`config.mk`:
```
export PLATFORM = sky130hd
export DESIGN_NAME = top
export DESIGN_NICKNAME = d
export VERILOG_FILES = /design/src/rtl/top_pkg.sv /design/src/rtl/srt_qsel.sv /design/src/rtl/top.sv
export SDC_FILE = /design/constraint.sdc
export NUM_CORES = 1
export LEC_CHECK = 0
export BUFFER_PORTS_ARGS = -buffer_cell sky130_fd_sc_hd__buf_2
export CAP_MARGIN = 20
export CELL_PAD_IN_SITES_DETAIL_PLACEMENT = 1
export CELL_PAD_IN_SITES_GLOBAL_PLACEMENT = 2
export CORE_MARGIN = 10
export CORE_UTILIZATION = 30
export CTS_CLUSTER_SIZE = 12
export DETAILED_ROUTE_END_ITERATION = 10
export HOLD_SLACK_MARGIN = 0.12
export MAX_ROUTING_LAYER = met4
export PLACE_DENSITY = 0.76
export SYNTH_ARGS = -nofsm -noshare
export SYNTH_HDL_FRONTEND = slang
export SYNTH_SLANG_ARGS = --single-unit
export TNS_END_PERCENT = 10
```
`constraint.sdc`:
```
create_clock -name clk -period 19.36 [get_ports clk]
set_clock_uncertainty 0.15 [all_clocks]
set_input_delay 1.936 -clock clk [delete_from_list [all_inputs] [get_ports clk]]
set_output_delay 1.936 -clock clk [all_outputs]
set_load 0.03 [all_outputs]
```
`src/rtl/top_pkg.sv`:
```
// Shared definitions for the radix-4 SRT single-precision divider.
//   state_e   : controller states (IDLE -> ITER -> DONE)
//   qdigit_t  : signed quotient digit in {-2..2}
//   fcls_t    : operand class flags (zero / inf / nan)
//   classify(): derives the class flags from a biased exponent and fraction
package top_pkg;

    typedef enum logic [1:0] {
        IDLE = 2'd0,
        ITER = 2'd1,
        DONE = 2'd2
    } state_e;

    localparam int unsigned BIAS     = 127;
    localparam int unsigned NUM_ITER = 13;
    localparam logic [31:0] QNAN     = 32'h7FC0_0000;

    typedef logic signed [2:0] qdigit_t;

    typedef struct packed {
        logic zero;
        logic inf;
        logic nan;
    } fcls_t;

    // Denormals (exp == 0) are flushed and treated as zero.
    function automatic fcls_t classify(input logic [7:0] e, input logic [22:0] f);
        fcls_t c;
        c.zero = (e == 8'h00);
        c.inf  = (e == 8'hFF) && (f == '0);
        c.nan  = (e == 8'hFF) && (f != '0);
        return c;
    endfunction

endpackage

```
`src/rtl/srt_qsel.sv`:
```
// Radix-4 SRT quotient-digit selection (minimally redundant, a = 2).
//   rem_msb_i  : 4w truncated to 7 bits, two's complement, LSB weight 1/8
//   div_bits_i : the 3 divisor fraction bits following the hidden 1
//   q_digit_o  : selected digit in {-2,-1,0,1,2}
module srt_qsel
    import top_pkg::*;
(
    input  logic [6:0] rem_msb_i,
    input  logic [2:0] div_bits_i,
    output qdigit_t    q_digit_o
);

    logic signed [6:0] est;
    logic signed [6:0] m2, m1, m0, mn1;

    // Thresholds in units of 1/8. Each lies inside the overlap of adjacent
    // digit intervals for the whole divisor slice, widened by the 1/8
    // truncation error of the (non-redundant) remainder estimate.
    always_comb begin
        m2  = 7'sd12;
        m1  = 7'sd3;
        m0  = -7'sd5;
        mn1 = -7'sd13;
        case (div_bits_i)
            3'd0: begin m2 = 7'sd12; m1 = 7'sd3; m0 = -7'sd5;  mn1 = -7'sd13; end
            3'd1: begin m2 = 7'sd14; m1 = 7'sd4; m0 = -7'sd6;  mn1 = -7'sd15; end
            3'd2: begin m2 = 7'sd15; m1 = 7'sd4; m0 = -7'sd6;  mn1 = -7'sd16; end
            3'd3: begin m2 = 7'sd16; m1 = 7'sd4; m0 = -7'sd7;  mn1 = -7'sd18; end
            3'd4: begin m2 = 7'sd18; m1 = 7'sd5; m0 = -7'sd8;  mn1 = -7'sd20; end
            3'd5: begin m2 = 7'sd19; m1 = 7'sd5; m0 = -7'sd8;  mn1 = -7'sd21; end
            3'd6: begin m2 = 7'sd20; m1 = 7'sd5; m0 = -7'sd9;  mn1 = -7'sd23; end
            default: begin m2 = 7'sd22; m1 = 7'sd6; m0 = -7'sd10; mn1 = -7'sd25; end
        endcase
    end

    always_comb begin
        est = signed'(rem_msb_i);
        if (est >= m2)
            q_digit_o = 3'sd2;
        else if (est >= m1)
            q_digit_o = 3'sd1;
        else if (est >= m0)
            q_digit_o = 3'sd0;
        else if (est >= mn1)
            q_digit_o = -3'sd1;
        else
            q_digit_o = -3'sd2;
    end

endmodule

```
`src/rtl/top.sv`:
```
// IEEE-754 single-precision divider, q = R / D, radix-4 SRT, 13 iterations.
//   clk, resetn          : rising-edge clock, asynchronous active-low reset
//   start                : level request, sampled only in IDLE
//   Rsign/Rexp/Rmantissa : dividend fields
//   Dsign/Dexp/Dmantissa : divisor fields
//   q                    : registered result {sign, exp, frac}, truncated
// Latency: q updates 14 edges after the sampling edge (load + 13 + done).
module top
    import top_pkg::*;
(
    input  logic        clk,
    input  logic        resetn,
    input  logic        start,
    input  logic        Rsign,
    input  logic [7:0]  Rexp,
    input  logic [22:0] Rmantissa,
    input  logic        Dsign,
    input  logic [7:0]  Dexp,
    input  logic [22:0] Dmantissa,
    output logic [31:0] q
);

    localparam logic [3:0] LAST_CNT = 4'(NUM_ITER - 1);

    state_e             state_q, state_d;
    logic [3:0]         cnt_q, cnt_d;
    // Partial remainder, LSB weight 2^-25; loaded with Rm/4 so |w| <= 2/3 D.
    logic signed [27:0] w_q, w_d;
    // Accumulated quotient, LSB weight 2^-24 relative to Rm/Dm.
    logic signed [26:0] qacc_q, qacc_d;
    logic [23:0]        dman_q, dman_d;
    logic               sign_q, sign_d;
    logic [7:0]         rexp_q, rexp_d, dexp_q, dexp_d;
    fcls_t              rcls_q, rcls_d, dcls_q, dcls_d;
    logic [31:0]        q_q, q_d;

    logic signed [29:0] w_sh, d_mul, w_next;
    qdigit_t            digit;
    logic [24:0]        qfin;
    logic               norm;
    logic [22:0]        frac;
    logic signed [9:0]  exp_res;
    logic [31:0]        result;

    assign w_sh = {w_q, 2'b00};

    srt_qsel u_qsel (
        .rem_msb_i (w_sh[28:22]),
        .div_bits_i(dman_q[22:20]),
        .q_digit_o (digit)
    );

    // Iteration datapath: w <- 4w - q_j*D, Q <- 4Q + q_j.
    always_comb begin
        case (digit)
            3'sd2:   d_mul = signed'({3'b000, dman_q, 3'b000});
            3'sd1:   d_mul = signed'({4'b0000, dman_q, 2'b00});
            -3'sd1:  d_mul = -signed'({4'b0000, dman_q, 2'b00});
            -3'sd2:  d_mul = -signed'({3'b000, dman_q, 3'b000});
            default: d_mul = '0;
        endcase
        w_next = w_sh - d_mul;
    end

    // Finalisation: negative remainder borrows one ulp, then normalise to [1,2).
    always_comb begin
        qfin    = 25'(qacc_q - signed'({26'd0, w_q[27]}));
        norm    = qfin[24];
        frac    = norm ? qfin[23:1] : qfin[22:0];
        exp_res = signed'({2'b00, rexp_q}) - signed'({2'b00, dexp_q})
                  + signed'(10'(BIAS)) - (norm ? 10'sd0 : 10'sd1);

        if (rcls_q.nan || dcls_q.nan || (rcls_q.zero && dcls_q.zero) ||
            (rcls_q.inf && dcls_q.inf))
            result = QNAN;
        else if (rcls_q.inf || dcls_q.zero)
            result = {sign_q, 8'hFF, 23'd0};
        else if (rcls_q.zero || dcls_q.inf)
            result = {sign_q, 31'd0};
        else if (exp_res >= 10'sd255)
            result = {sign_q, 8'hFF, 23'd0};
        else if (exp_res <= 10'sd0)
            result = {sign_q, 31'd0};
        else
            result = {sign_q, exp_res[7:0], frac};
    end

    always_comb begin
        state_d = state_q;
        cnt_d   = cnt_q;
        w_d     = w_q;
        qacc_d  = qacc_q;
        dman_d  = dman_q;
        sign_d  = sign_q;
        rexp_d  = rexp_q;
        dexp_d  = dexp_q;
        rcls_d  = rcls_q;
        dcls_d  = dcls_q;
        q_d     = q_q;
        case (state_q)
            IDLE: begin
                if (start) begin
                    w_d     = signed'({4'b0000, 1'b1, Rmantissa});
                    qacc_d  = '0;
                    cnt_d   = '0;
                    dman_d  = {1'b1, Dmantissa};
                    sign_d  = Rsign ^ Dsign;
                    rexp_d  = Rexp;
                    dexp_d  = Dexp;
                    rcls_d  = classify(Rexp, Rmantissa);
                    dcls_d  = classify(Dexp, Dmantissa);
                    state_d = ITER;
                end
            end
            ITER: begin
                w_d    = w_next[27:0];
                qacc_d = (qacc_q <<< 2) + signed'({{24{digit[2]}}, digit});
                cnt_d  = cnt_q + 4'd1;
                if (cnt_q == LAST_CNT)
                    state_d = DONE;
            end
            DONE: begin
                q_d     = result;
                state_d = IDLE;
            end
            default: state_d = IDLE;
        endcase
    end

    always_ff @(posedge clk or negedge resetn) begin
        if (!resetn) begin
            state_q <= IDLE;
            cnt_q   <= '0;
            w_q     <= '0;
            qacc_q  <= '0;
            dman_q  <= '0;
            sign_q  <= 1'b0;
            rexp_q  <= '0;
            dexp_q  <= '0;
            rcls_q  <= '0;
            dcls_q  <= '0;
            q_q     <= '0;
        end else begin
            state_q <= state_d;
            cnt_q   <= cnt_d;
            w_q     <= w_d;
            qacc_q  <= qacc_d;
            dman_q  <= dman_d;
            sign_q  <= sign_d;
            rexp_q  <= rexp_d;
            dexp_q  <= dexp_d;
            rcls_q  <= rcls_d;
            dcls_q  <= dcls_d;
            q_q     <= q_d;
        end
    end

    assign q = q_q;

endmodule

```
==> impl_metrics.json, run 1 <==
{
  "drv_cap": 0,
  "cts_sinks": 138,
  "routedWlPerCell_um": 19.2,
  "die_area_sq_um": 44400,
  "cts-buffers-inserted": 17,
  "port_buffers": 98,
  "required_ns": 19.55,
  "grt_max_degree": 85,
  "ant_nets": 0,
  "fill_cells": 4346,
  "reg2regPathDepth": 17,
  "cts_hold_buffers": 0,
  "postCtsResizedCells": 0,
  "grt_pass1_vias": 10799,
  "dr.pass1.iters": 5,
  "place_ws_ns": 13.25,
  "ys.flop_type": "dfrtp_1",
  "root_buffer": "clkbuf_16",
  "synth_edf_count": 0,
  "syn_inst": 1350,
  "async_flop_share": 1.00,
  "overflow": 0,
  "rsz0062_at_grt": "false",
  "yosysSeqAreaShare": 0.317,
  "vias_per_cell": 5.41,
  "end_kind": "flip-flop",
  "finalMaxSlewViolations": 0,
  "place_congestion": 0.838,
  "period_needed_ns": 6.16,
  "start_util": 0.305,
  "avgSynthCellArea_sq_um": 8.08,
  "dp.cells": 1845,
  "regToRegSetupSlack_ns": 13.20,
  "worst_slack_ns": 13.20,
  "finalNonFillerCells": 1876,
  "worst_hold_path_type": "reg2reg",
  "routed_wl_mm": 36.0,
  "layout_common_cells": "200 x nand2_1, 138 x dfrtp_1, 117 x o21ai_0",
  "r2r-end": "q[15]",
  "hold_viol_final": 0,
  "final_util": 0.346,
  "core-area_sq_um": 35700,
  "h-tree-depth": 4,
  "max_freq_mhz": 162,
  "antenna_found_initial": 0,
  "critPathMaxFanout": 23,
  "drive_gt1_frac": 0.120,
  "nets": 1559,
  "cts.clk_slew.worst_paths_ns": 0.07,
  "clk_latency_ns": 0.45,
  "grt_use_total": 0.168,
  "die_h_um": 211,
  "die_x_um": 211,
  "rr_startpoint": "qacc_q[18]",
  "dpl.hpwl_mm": 27.0,
  "mostFrequentLayoutCell": "nand2_1",
  "rows": 69,
  "post-route-period-util": 0.318,
  "setup.worst_path.class": "reg2reg",
  "syn_area_sq_um": 10900,
  "status": "finished, final reports clean",
  "yosys_warnings": 0,
  "ys_ff_latch": 138,
  "crit_start": "qacc_q[18]",
  "ioPinCount": 99,
  "endpoint": "q[15]",
  "crit_family": "simple AND/OR/NAND/NOR gates",
  "relSlewSlack": 0.349,
  "worst_slew_pin_slew_ns": 0.967,
  "setup_viol": 0,
  "clock_path_buffers": 2,
  "cts_setup_buffers": 0,
  "cp.depth": 17,
  "vias": 10141,
  "synth_fp_nets": 1506,
  "first_iter_violations": 464,
  "syn2layout_area_growth_pct": 13.3,
  "setup_tns_ns": 0,
  "cts_tree": "yes",
  "path_cells": "nor4_1 > nand2b_1 > or4_4 > xnor2_4 > inv_2 > ha_1 > ha_1 > inv_1 > fa_1 > nor2b_1 > o21ai_0 > a21oi_1 > xor2_1 > nor4_1 > a31oi_1 > nand3_1 > o31ai_1",
  "antenna_cells": 0,
  "cpMaxStageDelayCell": "nand3_1",
  "start_kind": "flip-flop",
  "ys_types": 80,
  "cpPeakStageDelay_ns": 0.68,
  "worst_ep_arrival_time_ns": 6.35,
  "path_buf_inv": 2,
  "grt_pass1_wl_mm": 58.8,
  "remaining_drc_errors": 0
}
==> per-layer routing <==
layer | vias to the layer above | wire [um] | global-route usage
met2 | 125 | 17600 | 0.286
met5 | - | 0 | -
met1 | 5014 | 16900 | 0.203
met3 | 29 | 1060 | 0.0315
li1 | 4973 | - | -
met4 | 0 | 413 | 0.0360
==> cell type report <==
cell class                 instances  area [sq um]  area share
tap                              461           577      0.0467
clock buffer                      21           460      0.0373
timing repair buffer             108           572      0.0463
inverter                          46           173      0.0140
clock inverter                    10           119     0.00962
sequential                       138          3450       0.280
multi-input combinational       1092          7000       0.567
==> worst min path at each step <==
stage / from / endpoint / slack (ns) / cells past startpoint
after floorplan: dexp_q[0] / dexp_q[0] / 0.30 / 2
after global placement: sign_q / sign_q / 0.31 / 2
after detailed placement: dexp_q[0] / dexp_q[0] / 0.33 / 2
after CTS: dexp_q[0] / dexp_q[0] / 0.34 / 2
after global routing: sign_q / q[31] / 0.35 / 1
final: q[17] / q[17] / 0.34 / 2
==> cell families (layout without fill, tap and decap cells) <==
| logic type | after synthesis | after routing | synth area share |
|---|---|---|---|
| AO/OA/AOI/OAI | 408 | 408 | 0.237 |
| XOR/XNOR | 89 | 89 | 0.0732 |
| adder cells (fa/ha/maj) | 90 | 90 | 0.105 |
| buffers and inverters | 120 | 185 | 0.0433 |
| flip-flops | 138 | 138 | 0.317 |
| multiplexers | 4 | 4 | 0.00379 |
| AND/OR/NAND/NOR | 501 | 501 | 0.221 |
==> registers in the layout, indices dropped and copies added, names as in the netlist <==
register,flops
q,32
qacc_q,25
dman_q,24
cnt_q,4
dexp_q,8
sign_q,1
state_q,2
w_q,28
dcls_q,3
rexp_q,8
rcls_q,3
==> worst register-to-register path: cells and delay by family, from the launching register on <==
kind            cells  cell delay [ns]
compound gates      4             1.25
buf+inv             2             0.42
flops               1             0.45
xor+xnor            2             0.81
simple gates        6             2.27
fa+ha+maj           3             0.71
==> synthesized netlist by cell type (9+ instances only) <==
| cell | count | area share |
|---|---|---|
| nand2_1 | 201 | 0.069 |
| nand4_1 | 9 | 0.0052 |
| nor4_1 | 23 | 0.013 |
| a21oi_1 | 91 | 0.042 |
| a22oi_1 | 19 | 0.013 |
| and3_1 | 9 | 0.0052 |
| o21ai_1 | 25 | 0.011 |
| o31ai_1 | 13 | 0.0090 |
| nor3_1 | 35 | 0.016 |
| and2_1 | 10 | 0.0057 |
| dfrtp_1 | 138 | 0.32 |
| a211oi_1 | 13 | 0.0090 |
| inv_1 | 44 | 0.015 |
| o21ai_0 | 117 | 0.054 |
| xor2_1 | 44 | 0.035 |
| nand3_1 | 49 | 0.022 |
| nor2b_1 | 11 | 0.0063 |
| or3_1 | 11 | 0.0063 |
| nand2b_1 | 18 | 0.010 |
| clkbuf_1 | 63 | 0.022 |
| nor2_1 | 91 | 0.031 |
| a21o_1 | 31 | 0.021 |
| ha_1 | 86 | 0.099 |
| o21a_1 | 10 | 0.0069 |
| xnor2_1 | 44 | 0.035 |
==> through the flow <==
stage | area (sq um) | hold slack, ns
after floorplan | 10900 | 0.300
after global placement | 11800 | 0.314
final | 12400 | 0.335
after detailed placement | 11800 | 0.328
after global routing | 12400 | 0.351
after CTS | 12400 | 0.342
Power of run 1 is left out: the tool's default activity adds up to more than one toggle a clock period on the data nets, which glitch-free logic cannot reach.
==> inputs of run 2 (changes only) <==
--- a/config.mk
+++ b/config.mk
@@ -5,6 +5,7 @@
 export SDC_FILE = /design/constraint.sdc
 export NUM_CORES = 1
 export LEC_CHECK = 0
+export ABC_AREA = 1
 export BUFFER_PORTS_ARGS = -buffer_cell sky130_fd_sc_hd__buf_2
 export CAP_MARGIN = 20
 export CELL_PAD_IN_SITES_DETAIL_PLACEMENT = 1
@@ -15,7 +16,7 @@
 export DETAILED_ROUTE_END_ITERATION = 10
 export HOLD_SLACK_MARGIN = 0.12
 export MAX_ROUTING_LAYER = met4
-export PLACE_DENSITY = 0.76
+export PLACE_DENSITY = 0.79
 export SYNTH_ARGS = -nofsm -noshare
 export SYNTH_HDL_FRONTEND = slang
 export SYNTH_SLANG_ARGS = --single-unit
==> constraint.sdc (replaced) <==
create_clock -name clk -period 5.7 [get_ports clk]
set_clock_uncertainty 0.15 [all_clocks]
set_input_delay 0.57 -clock clk [delete_from_list [all_inputs] [get_ports clk]]
set_output_delay 0.57 -clock clk [all_outputs]
set_load 0.03 [all_outputs]
==> run 2 against run 1 <==
- hold slack got worse by 0.14 ns
- synthesized cell count increased by 27%
- final area increased by 8.4%
- area after synthesis increased by 7.9%
- sequential share of layout area decreased by 2.2 points
==> impl_metrics.json, run 2 <==
{
  "synth.top_cell.area_share": 0.293,
  "dr.pass1.iters": 5,
  "vias": 11824,
  "cpMaxStageDelayCell": "dfrtp_1",
  "cts_setup_buffers": 0,
  "mostFrequentLayoutCell": "nand2_1",
  "postCtsResizedCells": 0,
  "clock_path_buffers": 2,
  "worst_hold_path_type": "in2reg",
  "synth_fp_nets": 1868,
  "end_kind": "flip-flop",
  "syn2layout_area_growth_pct": 13.8,
  "finalMaxSlewViolations": 0,
  "cts_sinks": 138,
  "rows": 72,
  "grt_use_total": 0.184,
  "grt_max_degree": 79,
  "async_flop_share": 1.00,
  "fill_cells": 4958,
  "ys_top_cells_by_count": "440 x nand2_1, 185 x inv_1, 171 x nor2_1",
  "antenna_found_initial": 2,
  "required_ns": 5.87,
  "hold_viol_final": 0,
  "syn_area_sq_um": 11800,
  "core-area_sq_um": 38700,
  "first_iter_violations": 659,
  "layout_common_cells": "439 x nand2_1, 185 x inv_1, 169 x nor2_1",
  "drive_gt1_frac": 0.121,
  "max_freq_mhz": 199,
  "cts-buffers-inserted": 17,
  "yosysSeqAreaShare": 0.293,
  "critPathMaxFanout": 29,
  "synth_top_cell_by_area": "dfrtp_1",
  "routedWlPerCell_um": 18.2,
  "synth.most_common_cell": "nand2_1",
  "root_buffer": "clkbuf_16",
  "post-route-period-util": 0.880,
  "grt_pass1_wl_mm": 68.2,
  "ys.flop_type": "dfrtp_1",
  "h-tree-depth": 4,
  "start_util": 0.304,
  "ys_types": 57,
  "cts_tree": "yes",
  "largest_reg_flops": 32,
  "die_area_sq_um": 47500,
  "cpPeakStageDelay_ns": 0.47,
  "dpl.hpwl_mm": 33.7,
  "remaining_drc_errors": 0,
  "overflow": 0,
  "start_kind": "flip-flop",
  "die_x_um": 218,
  "place_congestion": 0.924,
  "cts_hold_buffers": 1,
  "cts.clk_slew.worst_paths_ns": 0.07,
  "synth_edf_count": 0,
  "rsz0062_at_grt": "false",
  "ys_ff_latch": 138,
  "avgSynthCellArea_sq_um": 6.87,
  "ioPinCount": 99,
  "worst_ep_arrival_time_ns": 5.18,
  "setup_viol": 0,
  "vias_per_cell": 5.08,
  "relSlewSlack": 0.362,
  "die_h_um": 218,
  "syn_inst": 1712,
  "setup.worst_path.class": "reg2reg",
  "synth.area.top_cells": "dfrtp_1 29%, nand2_1 14%, ha_1 9.1%",
  "clk_latency_ns": 0.46,
  "port_buffers": 98,
  "grt_pass1_vias": 12545,
  "routed_wl_mm": 42.4,
  "setup_tns_ns": 0,
  "worst_slew_pin_slew_ns": 0.949,
  "drv_cap": 0,
  "status": "finished, final reports clean",
  "ant_nets": 0,
  "yosys_warnings": 0,
  "cp_common_cell": "nand2_1",
  "period_needed_ns": 5.01,
  "nets": 1951
}
-- run 2: worst max-delay path, delay by kind of cell (launching register included) --
family	cells	cell delay, ns
and+or+nand+nor	16	2.46
AOI/OAI and AO/OA	4	0.81
adders and majority gates	2	0.65
DFF	1	0.47
buffers and inverters	4	0.32
-- run 2: cell type report --
type	count	area (sq um)	area share
antenna	1	2.50	0.000187
clock buffer	19	453	0.0338
clock inverter	13	165	0.0123
inverter	200	751	0.0561
multi-input combinational	1331	7350	0.549
sequential	138	3450	0.258
tap	518	648	0.0484
timing repair buffer	107	567	0.0423
-- run 2: per-layer routing --
metal	routed length [um]	share of wire	track usage
met5	0	0	-
met4	651	0.015	0.0465
met3	1570	0.037	0.0312
met2	20100	0.47	0.302
met1	20100	0.47	0.231
-- run 2: kinds of logic after synthesis --
kind of cell	share of synthesized area
simple gates	0.317
buf+inv	0.0826
fa+ha+maj	0.0965
mux	0.000851
compound gates	0.165
xor+xnor	0.0447
flops	0.293
-- run 2: worst paths after layout --
check                             to  depth (start not counted)  slack (ns)        from
max                          w_q[18]                         26        0.69  dman_q[20]
min                        rcls_q[2]                          2        0.20     Rexp[3]
max reg2reg                  w_q[18]                         26        0.69  dman_q[20]
min reg2reg                    q[16]                          2        0.33       q[16]
max in group asynchronous  rcls_q[2]                          3        3.49      resetn
min in group asynchronous      q[24]                          2        0.60      resetn
-- run 2: per-stage QoR --
stage / area (sq um) / setup slack [ns] / hold WS (ns) / instances / util
after global placement: 12800 / 0.834 / 0.310 / 2293 / 0.329
after CTS: 13400 / 0.685 / 0.181 / 2326 / 0.346
after floorplan: 11800 / 1.80 / 0.124 / 1712 / -
after global routing: 13400 / 0.0556 / 0.200 / 2327 / 0.346
after detailed placement: 12800 / 0.711 / 0.314 / 2293 / 0.329
final: 13400 / 0.685 / 0.197 / 2327 / 0.346
Power of run 2 is left out for the same reason.
